[src/rtl/fpga_button_reader.sv]
`default_nettype none
// ============================================================================
// Module   : fpga_button_reader
// Brief    : Synchronises and debounces the board user button, classifies
//            presses as click / long press, and latches an active-low reboot
//            request on a long press.
// Revision : 1.0 - initial release
// ============================================================================
module fpga_button_reader #(
    parameter int ACTIVE_LOW      = 1,
    parameter int DEBOUNCE_CYCLES = 48000,
    parameter int LONG_CYCLES     = 96000000,
    parameter int REBOOT_ON_LONG  = 1
) (
    input  logic clk,
    input  logic rst,
    input  logic btn_in,
    output logic pressed,
    output logic press_pulse,
    output logic release_pulse,
    output logic click_pulse,
    output logic long_pulse,
    output logic reboot_req_n
);

    localparam int DB_W   = $clog2(DEBOUNCE_CYCLES + 1);
    localparam int HOLD_W = $clog2(LONG_CYCLES + 1);

    localparam logic              c_idle_lvl  = (ACTIVE_LOW != 0);
    localparam logic [DB_W-1:0]   c_db_last   = DB_W'(DEBOUNCE_CYCLES - 1);
    localparam logic [HOLD_W-1:0] c_hold_last = HOLD_W'(LONG_CYCLES - 1);

    localparam logic [1:0] S_IDLE = 2'd0;
    localparam logic [1:0] S_HELD = 2'd1;
    localparam logic [1:0] S_LONG = 2'd2;

    logic              r_sync1;
    logic              r_sync2;
    logic              r_pressed;
    logic [DB_W-1:0]   r_db_cnt;
    logic [1:0]        r_state;
    logic [HOLD_W-1:0] r_hold_cnt;
    logic              r_press_pulse;
    logic              r_release_pulse;
    logic              r_click_pulse;
    logic              r_long_pulse;

    logic              w_act;
    logic              w_differ;
    logic              w_accept;
    logic [1:0]        w_state_nxt;
    logic [HOLD_W-1:0] w_hold_nxt;
    logic              w_press_nxt;
    logic              w_release_nxt;
    logic              w_click_nxt;
    logic              w_long_nxt;

    // Two-flop synchroniser; resets to the idle pad level so no false press.
    always_ff @(posedge clk) begin
        if (rst) begin
            r_sync1 <= c_idle_lvl;
            r_sync2 <= c_idle_lvl;
        end else begin
            r_sync1 <= btn_in;
            r_sync2 <= r_sync1;
        end
    end

    assign w_act    = r_sync2 ^ c_idle_lvl;
    assign w_differ = (w_act != r_pressed);
    // The edge on which the count would reach DEBOUNCE_CYCLES accepts the change.
    assign w_accept = w_differ && (r_db_cnt == c_db_last);

    // Debounce: count consecutive disagreeing cycles, toggle the level when enough.
    always_ff @(posedge clk) begin
        if (rst) begin
            r_db_cnt  <= '0;
            r_pressed <= 1'b0;
        end else if (!w_differ) begin
            r_db_cnt  <= '0;
        end else if (w_accept) begin
            r_db_cnt  <= '0;
            r_pressed <= ~r_pressed;
        end else begin
            r_db_cnt  <= r_db_cnt + DB_W'(1);
        end
    end

    // Press classifier: next state, hold count and event pulses.
    always_comb begin
        w_state_nxt   = r_state;
        w_hold_nxt    = r_hold_cnt;
        w_press_nxt   = 1'b0;
        w_release_nxt = 1'b0;
        w_click_nxt   = 1'b0;
        w_long_nxt    = 1'b0;
        case (r_state)
            S_IDLE: begin
                w_hold_nxt = '0;
                if (w_accept) begin
                    w_state_nxt = S_HELD;
                    w_press_nxt = 1'b1;
                end
            end
            S_HELD: begin
                // A release on the same edge as the long threshold wins.
                if (w_accept) begin
                    w_state_nxt   = S_IDLE;
                    w_hold_nxt    = '0;
                    w_release_nxt = 1'b1;
                    w_click_nxt   = 1'b1;
                end else if (r_hold_cnt == c_hold_last) begin
                    w_state_nxt = S_LONG;
                    w_hold_nxt  = r_hold_cnt + HOLD_W'(1);
                    w_long_nxt  = 1'b1;
                end else begin
                    w_hold_nxt  = r_hold_cnt + HOLD_W'(1);
                end
            end
            S_LONG: begin
                // Hold count parks at LONG_CYCLES so the long event cannot repeat.
                if (w_accept) begin
                    w_state_nxt   = S_IDLE;
                    w_hold_nxt    = '0;
                    w_release_nxt = 1'b1;
                end
            end
            default: begin
                w_state_nxt = S_IDLE;
                w_hold_nxt  = '0;
            end
        endcase
    end

    // Classifier state, hold counter and registered event pulses.
    always_ff @(posedge clk) begin
        if (rst) begin
            r_state         <= S_IDLE;
            r_hold_cnt      <= '0;
            r_press_pulse   <= 1'b0;
            r_release_pulse <= 1'b0;
            r_click_pulse   <= 1'b0;
            r_long_pulse    <= 1'b0;
        end else begin
            r_state         <= w_state_nxt;
            r_hold_cnt      <= w_hold_nxt;
            r_press_pulse   <= w_press_nxt;
            r_release_pulse <= w_release_nxt;
            r_click_pulse   <= w_click_nxt;
            r_long_pulse    <= w_long_nxt;
        end
    end

    generate
        if (REBOOT_ON_LONG != 0) begin : g_reboot_on
            logic r_reboot_n;
            // Sticky reboot request: falls with the long event, cleared only by reset.
            always_ff @(posedge clk) begin
                if (rst) begin
                    r_reboot_n <= 1'b1;
                end else if (w_long_nxt) begin
                    r_reboot_n <= 1'b0;
                end
            end
            assign reboot_req_n = r_reboot_n;
        end else begin : g_reboot_off
            assign reboot_req_n = 1'b1;
        end
    endgenerate

    assign pressed       = r_pressed;
    assign press_pulse   = r_press_pulse;
    assign release_pulse = r_release_pulse;
    assign click_pulse   = r_click_pulse;
    assign long_pulse    = r_long_pulse;

endmodule
`default_nettype wire

[config.mk]
export PLATFORM = sky130hd
export DESIGN_NAME = fpga_button_reader
export DESIGN_NICKNAME = d
export VERILOG_FILES = /design/src/rtl/fpga_button_reader.sv
export SDC_FILE = /design/constraint.sdc
export NUM_CORES = 1
export LEC_CHECK = 0
export CAP_MARGIN = 20
export CELL_PAD_IN_SITES_DETAIL_PLACEMENT = 1
export CELL_PAD_IN_SITES_GLOBAL_PLACEMENT = 2
export CORE_UTILIZATION = 37
export DETAILED_ROUTE_END_ITERATION = 6
export PLACE_DENSITY = 0.88
export SETUP_SLACK_MARGIN = 0.3
export SYNTH_ARGS = -nofsm -noshare
export SYNTH_HDL_FRONTEND = slang
export SYNTH_SLANG_ARGS = --single-unit
[constraint.sdc]
create_clock -name clk -period 2.7 [get_ports clk]
set_input_delay 0.54 -clock clk [delete_from_list [all_inputs] [get_ports clk]]
set_output_delay 0.54 -clock clk [all_outputs]
set_load 0.02 [all_outputs]
## After elaboration in Yosys (flattened, before gate mapping)

Cells that the tools add are included.
Widths: inputs -> output; s select.

| word-level totals | value |
|---|---|
| word-level logic and storage cells | 48 |
| output and inout port bits | 6 |
| register bits after elaboration | 53 |

| cells by class | value |
|---|---|
| add/sub/neg operators | 2 |
| eq/ne operators | 8 |
| bitwise operators | 6 |
| muxes and demuxes | 12 |
| reductions and logical operators | 9 |

Operators with widths:

| kind | number |
|---|---|
| $mux 27 | 2 |
| $pmux 27 s2 | 1 |
| $add 27x1->27 const B | 1 |
| $eq 27x27->1 const B | 1 |
| $add 16x1->16 const B | 1 |
| $eq 16x16->1 const B | 1 |
| $mux 2 | 4 |
| $reduce_or 2->1 | 4 |
| $not 1->1 | 6 |
| $pmux 2 s3 | 1 |
| $mux 1 | 4 |
| $ne 2x2->1 const B | 2 |
| $ne 3x3->1 const B | 1 |
| $reduce_and 3->1 | 1 |
| $reduce_or 3->1 | 1 |
| $eq 2x1->1 const B | 1 |
| $eq 2x2->1 const B | 1 |
| $logic_not 2->1 | 1 |
| $reduce_and 2->1 | 1 |
| $logic_and 1x1->1 | 1 |
| $ne 1x1->1 | 1 |

## Longest topological paths before layout

Gate-level depths: netlist of the first run.

| logic depth | value |
|---|---|
| depth after elaboration | 5 |
| mapped depth | 8 |
| gate-level depth less buffers | 6 |

## Worst setup path before layout of the first run

No wires, ideal clock.

| path | value |
|---|---|
| kind | reg2reg |
| from | register r_hold_cnt[0] |
| to | register r_hold_cnt[24] |
| clock period less this slack | 2.258 ns |
| data required time | 2.626 ns |
| library setup time | 0.074 ns |
| cell stages (with the launch flop) | 8 |
| arrival time | 2.184 ns |
| path buffers | 1 |
| slack | 0.442 ns |
| path through | dfxtp_1 > ha_1 > nand3_1 > or3_1 > buf_6 > or4_4 > or4_1 > a31oi_1 |

| on the way | value |
|---|---|
| cells in the longest elaborated chain, start to end | 3 |

RTL lines:

| element | RTL line | text |
|---|---|---|
| start: declaration | 42 | `logic [HOLD_W-1:0] r_hold_cnt;` |
| start signal: assignment | 146 | `r_hold_cnt <= w_hold_nxt;` |
| $add 27x1->27 | 114, 117 |  |
| $mux 27 | 107 | `if (w_accept) begin` |
| $pmux 27 s2 | 97 | `case (r_state)` |

No other way between the ends.
A chain may end at the register's enable or synchronous reset.

## Final worst setup path of the first run

| path | value |
|---|---|
| from | register r_hold_cnt[7] |
| to | register r_hold_cnt[24] |

The elaborated chain is that of the path after synthesis.

==> results.tsv, run 1 <==
metric	value	unit
status	finished clean	
dp_cells	373	
cts_buffers	5	
cts_setup_buffers	0	
fill_cells	795	
overflow	0	
setup_violations	0	
layout_min_cycle_time	2.25	ns
period_share	83.4	%
yosysSeqAreaShare	41.5	%
die_w	85.1	um
slew_headroom	59.5	%
insertion_delay	0.31	ns
num_vias	2125	
synth_nets	306	
dp_hpwl	4.01	mm
worst_pin_slew	0.606	ns
fin_tns_setup	0	ns
start_util	39.4	%
tritoncts	done	
synth_edf_count	0	
async_flop_share	0	%
largest_reg_flops	27	
netlist_area	0.00256	sq mm
final_common_cell	dfxtp_1	
cp_max_fo	10	
fmax	444	MHz
coreArea	0.00649	sq mm
track_usage	16.8	%
io_pins	9	
regMostFlops	r_hold_cnt	
n_antenna_cell	0	
ctsHoldBuffers	0	
antenna_left	0	
endpoint_kind	flip-flop	
p_per_area	455	mW/mm^2
arrival	2.50	ns
postSynthCellCount	297	
critPathRequiredTime	2.95	ns
wl	5.58	mm
dieArea	0.00725	sq mm
avgSynthCellArea	8.61	sq um
ys_warn_count	0	
worst-setup-path-type	reg -> reg	
yosysUniqueCellTypes	45	
grt_max_degree	34	
synth_seq_cells	53	
rows	29	
cp_slowest_stage_delay	0.57	ns
clk_pin_slew	0.10	ns
grt_first_pass_wirelength	9.85	mm
reg_top3	r_hold_cnt (27), r_db_cnt (16), r_state (2)	
maxSlewViolCount	0	
first_pass_iters	4	
cts_max_level	2	
cts_root_buf	clkbuf_8	
synthFlopType	dfxtp_1	
drive_gt1_share	9.87	%
stdcell_count	381	
grt_pass1_vias	2143	
drt_iter0_drc	52	
start_kind	flip-flop	
slowest_stage	or4_4	
place.gp.congestion	0.718	
die_y	85.1	um
wl_per_cell	14.6	um
clkSinkCount	53	
vdd_drop_max	0.217	mV
antenna_found_initial	0	
cap_violations	0	
rsz0062_at_grt	no	
syn_to_final_growth	9.01	%
final_cell_mix	51 x dfxtp_1, 27 x nor2_1, 24 x nand2_1	
path_cells	nand3_1, or3_1, or4_4, or4_1, a31oi_1	
skew	0.00809	ns
leakage	0.845	nW
cts_max_path_buffers	2	
hold_violations	0	
io_buffer_count	8	
fin_nets	312	
post-route-drc-count	0	
routed_via_density	5.58	
hold_path_class	reg -> reg	
final_core_util	42.9	%
## kinds of logic after synthesis
group                    synth area share, %
AO/OA/AOI/OAI                           13.9
adder cells (fa/ha/maj)                 2.94
flip-flops                              41.5
AND/OR/NAND/NOR                         31.4
XOR/XNOR                                5.48
buffers and inverters                   3.96
multiplexers                           0.783
## stage by stage
step | total power [W] | area (sq um) | hold slack, ns | setup WS (ns)
floorplan | 0.000812 | 2560 | 0.389 | 0.442
global route | 0.00132 | 2790 | 0.452 | 0.305
global placement | 0.000816 | 2690 | 0.396 | 0.440
finish | 0.00127 | 2790 | 0.423 | 0.447
CTS | 0.00129 | 2780 | 0.429 | 0.373
detailed placement | 0.000816 | 2690 | 0.412 | 0.394
## what timing repair did
action	CTS	global route
gates resized for setup	0	2
setup endpoints to repair	0	2
endpoints found under the hold margin	0	0
## synth_stat cells, drive strengths merged (6+ instances only)
| cell | number | area [sq um] |
|---|---|---|
| o31ai | 9 | 67.6 |
| nand3 | 18 | 95.1 |
| ha | 6 | 75.1 |
| a21oi | 23 | 115 |
| and3 | 10 | 63.8 |
| dfxtp | 53 | 1060 |
| nand4 | 10 | 62.6 |
| or4 | 16 | 129 |
| or3 | 11 | 72.6 |
| nand2 | 24 | 90.1 |
| xor2 | 11 | 96.3 |
| a31oi | 6 | 37.5 |
| clkbuf | 9 | 33.8 |
| o21ai | 10 | 50.1 |
| nor2 | 27 | 101 |
| inv | 6 | 22.5 |
## routing by layer
layer	global-route usage [%]	vias up	share of wire, %
li1	-	1097	-
met2	30.1	13	49
met3	3.89	10	2.2
met1	19.4	1005	47
met5	0	-	0
met4	6.16	0	1.5
## path summary, 6_finish.rpt
kind,from,slack (ns),depth (start not counted),endpoint
worst min register to register,r_sync1$_SDFF_PP1_,0.42,1,r_sync2$_SDFF_PP1_
worst max-delay path,r_hold_cnt[7]$_SDFFE_PP0P_,0.45,5,r_hold_cnt[24]$_SDFFE_PP0P_
worst min-delay path,r_sync1$_SDFF_PP1_,0.42,1,r_sync2$_SDFF_PP1_
worst max register to register,r_hold_cnt[7]$_SDFFE_PP0P_,0.45,5,r_hold_cnt[24]$_SDFFE_PP0P_
## power by group
group	switching (W)	internal [W]
Clock	0.000263	0.000208
Sequential	0.000000890	0.000783
Combinational	0.00000813	0.00000519
## worst max-delay path, delay by kind of cell, from the launching register on
kind	cells	cell delay, ns
and+or+nand+nor	4	1.54
DFF	1	0.49
AOI/OAI and AO/OA	1	0.17
## cell type report
type | count | area, sq um | share of cell area (%)
Multi-Input combinational cell | 225 | 1400 | 50.2
Clock buffer | 6 | 82.6 | 2.96
Tap cell | 77 | 96.3 | 3.46
Clock inverter | 2 | 13.8 | 0.494
Timing Repair Buffer | 12 | 110 | 3.95
Inverter | 6 | 22.5 | 0.808
Sequential cell | 53 | 1060 | 38.2
Power figures use the tool's default switching activity.
==> inputs of run 2 (changes only) <==
CORE_UTILIZATION = 34   (was 37)
PLACE_DENSITY = 0.86   (was 0.88)
clock period = 1.9 ns   (was 2.7 ns; I/O delays follow)
==> results.tsv, run 2 (same netlist as run 1, synthesis figures left out) <==
metric	value	unit	change
status	finished, violations left		
violations	negative setup slack		
hold_path_class	reg -> reg		
dieArea	0.00787	sq mm	+8.6%
worst_pin_slew	0.421	ns	-0.185 ns
wl	10.3	mm	+84%
place.gp.congestion	0.776		+8.1%
io_buffer_count	8		unchanged
num_vias	2791		+31%
antenna_left	0		unchanged
hold_start	r_sync1$_SDFF_PP1_		
slew_headroom	71.7	%	+12 points
wl_per_cell	20.9	um	+43%
r2r-end	r_hold_cnt[22]$_SDFFE_PP0P_		
final_common_cell	buf_4		
coreArea	0.00725	sq mm	+12%
seq_power_share	53.6	%	-8.2 points
overflow	0		unchanged
grt_max_degree	17		-50%
r2r_slack	-0.27	ns	-0.71 ns
setup_violations	15		+15
largest_reg_flops	27		unchanged
fin_ws	-0.267	ns	-0.714 ns
vdd_drop_max	0.318	mV	+46%
tritoncts	done		
reg_top3	r_hold_cnt (27), r_db_cnt (16), r_state (2)		
whs_endpoint	r_sync2$_SDFF_PP1_		
n_antenna_cell	0		unchanged
min_path_cells	1		unchanged
post-route-drc-count	0		unchanged
clk_pin_slew	0.11	ns	about the same
seq_area	0.00109	sq mm	+2.6%
leakage	1.47	nW	+73%
rows	31		+6.9%
antenna_found_initial	0		unchanged
cap_violations	0		unchanged
rsz0062_at_grt	yes		
clock_power_share	44.8	%	+7.6 points
critPathRequiredTime	2.15	ns	-0.80 ns
io_pins	9		unchanged
internal_power	0.00164	W	+65%
clkSinkCount	53		unchanged
cts_max_path_buffers	2		unchanged
grt_first_pass_wirelength	14.0	mm	+42%
worst-setup-path-type	reg -> reg		
stdcell_count	491		+29%
layout_min_cycle_time	2.17	ns	-0.0863 ns
fin_nets	400		+28%
switching_share	20.5	%	-0.92 points
fmax	462	MHz	+4.0%
rr_worst_depth	7		+2
drt_iter0_drc	133		+160%
routed_via_density	5.68		+1.9%
multi_input_area	0.00192	sq mm	+38%
grt_pass1_vias	2792		+30%
start_kind	flip-flop		
combPwrFrac	1.6	%	+0.5 points
endpoint_kind	flip-flop		
cts_buffers	5		unchanged
first_pass_iters	4		unchanged
arrival	2.42	ns	-0.08 ns
maxSlewViolCount	0		unchanged
cp_max_fo	4		-6
dp_cells	448		+20%
p_switching	0.000425	W	+56%
ctsHoldBuffers	0		unchanged
period_share	114	%	+31 points
dp_slack	-0.267	ns	-0.661 ns
start_util	35.2	%	-4.1 points
die_y	88.7	um	+4.2%
drive_gt1_share	52.3	%	+42 points
insertion_delay	0.32	ns	about the same
skew	0.0116	ns	+0.00348 ns
regMostFlops	r_hold_cnt		
r2r-start	r_hold_cnt[1]$_SDFFE_PP0P_		
syn_to_final_growth	62.6	%	
cts_root_buf	clkbuf_8		
hold_violations	0		unchanged
fill_cells	806		+1.4%
dp_hpwl	4.93	mm	+23%
final_cell_mix	61 x buf_4, 35 x dfxtp_1, 24 x buf_6		
die_w	88.7	um	+4.2%
track_usage	23.4	%	+6.7 points
cts_max_level	2		unchanged
p_per_area	498	mW/mm^2	+9.4%
[run 2: cell types whose count changed in the layout (fill, tap and decap cells not counted), sizes merged]
cell,before,now
dlygate4sd2,0,6
bufinv,0,2
a211o,1,2
buf,4,88
clkdlybuf4s50,8,2
a21boi,1,4
clkbuf,6,5
clkinv,2,1
[run 2: critical path, stage by stage (launching register included)]
cell	delay [ns]
dfxtp_4	0.38
ha_4	0.14
nand3_4	0.07
or3_4	0.40
or4_4	0.44
buf_6	0.14
or3_1	0.36
a31oi_1	0.16
[run 2: worst max path at each step]
stage,from,cells past startpoint,end
after floorplan,r_hold_cnt[1]$_SDFFE_PP0P_,7,r_hold_cnt[24]$_SDFFE_PP0P_
after global placement,r_hold_cnt[1]$_SDFFE_PP0P_,6,r_hold_cnt[24]$_SDFFE_PP0P_
after detailed placement,r_hold_cnt[1]$_SDFFE_PP0P_,6,r_hold_cnt[24]$_SDFFE_PP0P_
after CTS,r_hold_cnt[1]$_SDFFE_PP0P_,6,r_hold_cnt[24]$_SDFFE_PP0P_
after global routing,r_hold_cnt[14]$_SDFFE_PP0P_,6,r_hold_cnt[22]$_SDFFE_PP0P_
final,r_hold_cnt[1]$_SDFFE_PP0P_,7,r_hold_cnt[22]$_SDFFE_PP0P_
[run 2: metal layers]
layer / GRT usage (%) / vias up / part of all wire (%)
met3: 3.17 / 18 / 4.1
met4: 7.77 / 0 / 1.8
met5: 0 / - / 0
met1: 27.7 / 1404 / 41
met2: 43.4 / 78 / 53
li1: - / 1291 / -
[run 2: metrics by stage]
step / setup TNS [ns] / area (sq um) / hold slack [ns] / total power, W / utilization [%]
finish: -2.04 / 4160 / 0.435 / 0.00207 / 57.3
global route: -2.81 / 4160 / 0.453 / 0.00211 / 57.3
CTS: -0.733 / 3810 / 0.431 / 0.00207 / 52.5
detailed placement: -1.82 / 3210 / 0.407 / 0.00116 / 44.2
global placement: -1.09 / 3210 / 0.398 / 0.00116 / 44.2
floorplan: -0.589 / 2680 / 0.389 / 0.00115 / -
[run 2: final cells by class]
class	count	area share [%]
inverter	6	0.542
clock buffer	5	1.66
timing repair buffer	96	20.7
multi-input combinational	229	46.3
clock inverter	3	1.57
tap	99	2.98
sequential	53	26.3
[run 2: timing repair]
action | 4_1_cts | 5_1_grt
gates resized for setup | 73 | 57
setup buffers | 18 | 12
setup endpoints to repair | 51 | 51
pin swaps | 47 | 29
gates cloned | 4 | 1
[run 2: power groups by stage]
stage / registers, W / logic, W / clock network [W]
after floorplan: 0.00114 / 0.0000140 / 0
after global placement: 0.00114 / 0.0000228 / 0
after detailed placement: 0.00114 / 0.0000232 / 0
after CTS: 0.00111 / 0.0000271 / 0.000935
after global routing: 0.00111 / 0.0000343 / 0.000969
final: 0.00111 / 0.0000321 / 0.000928
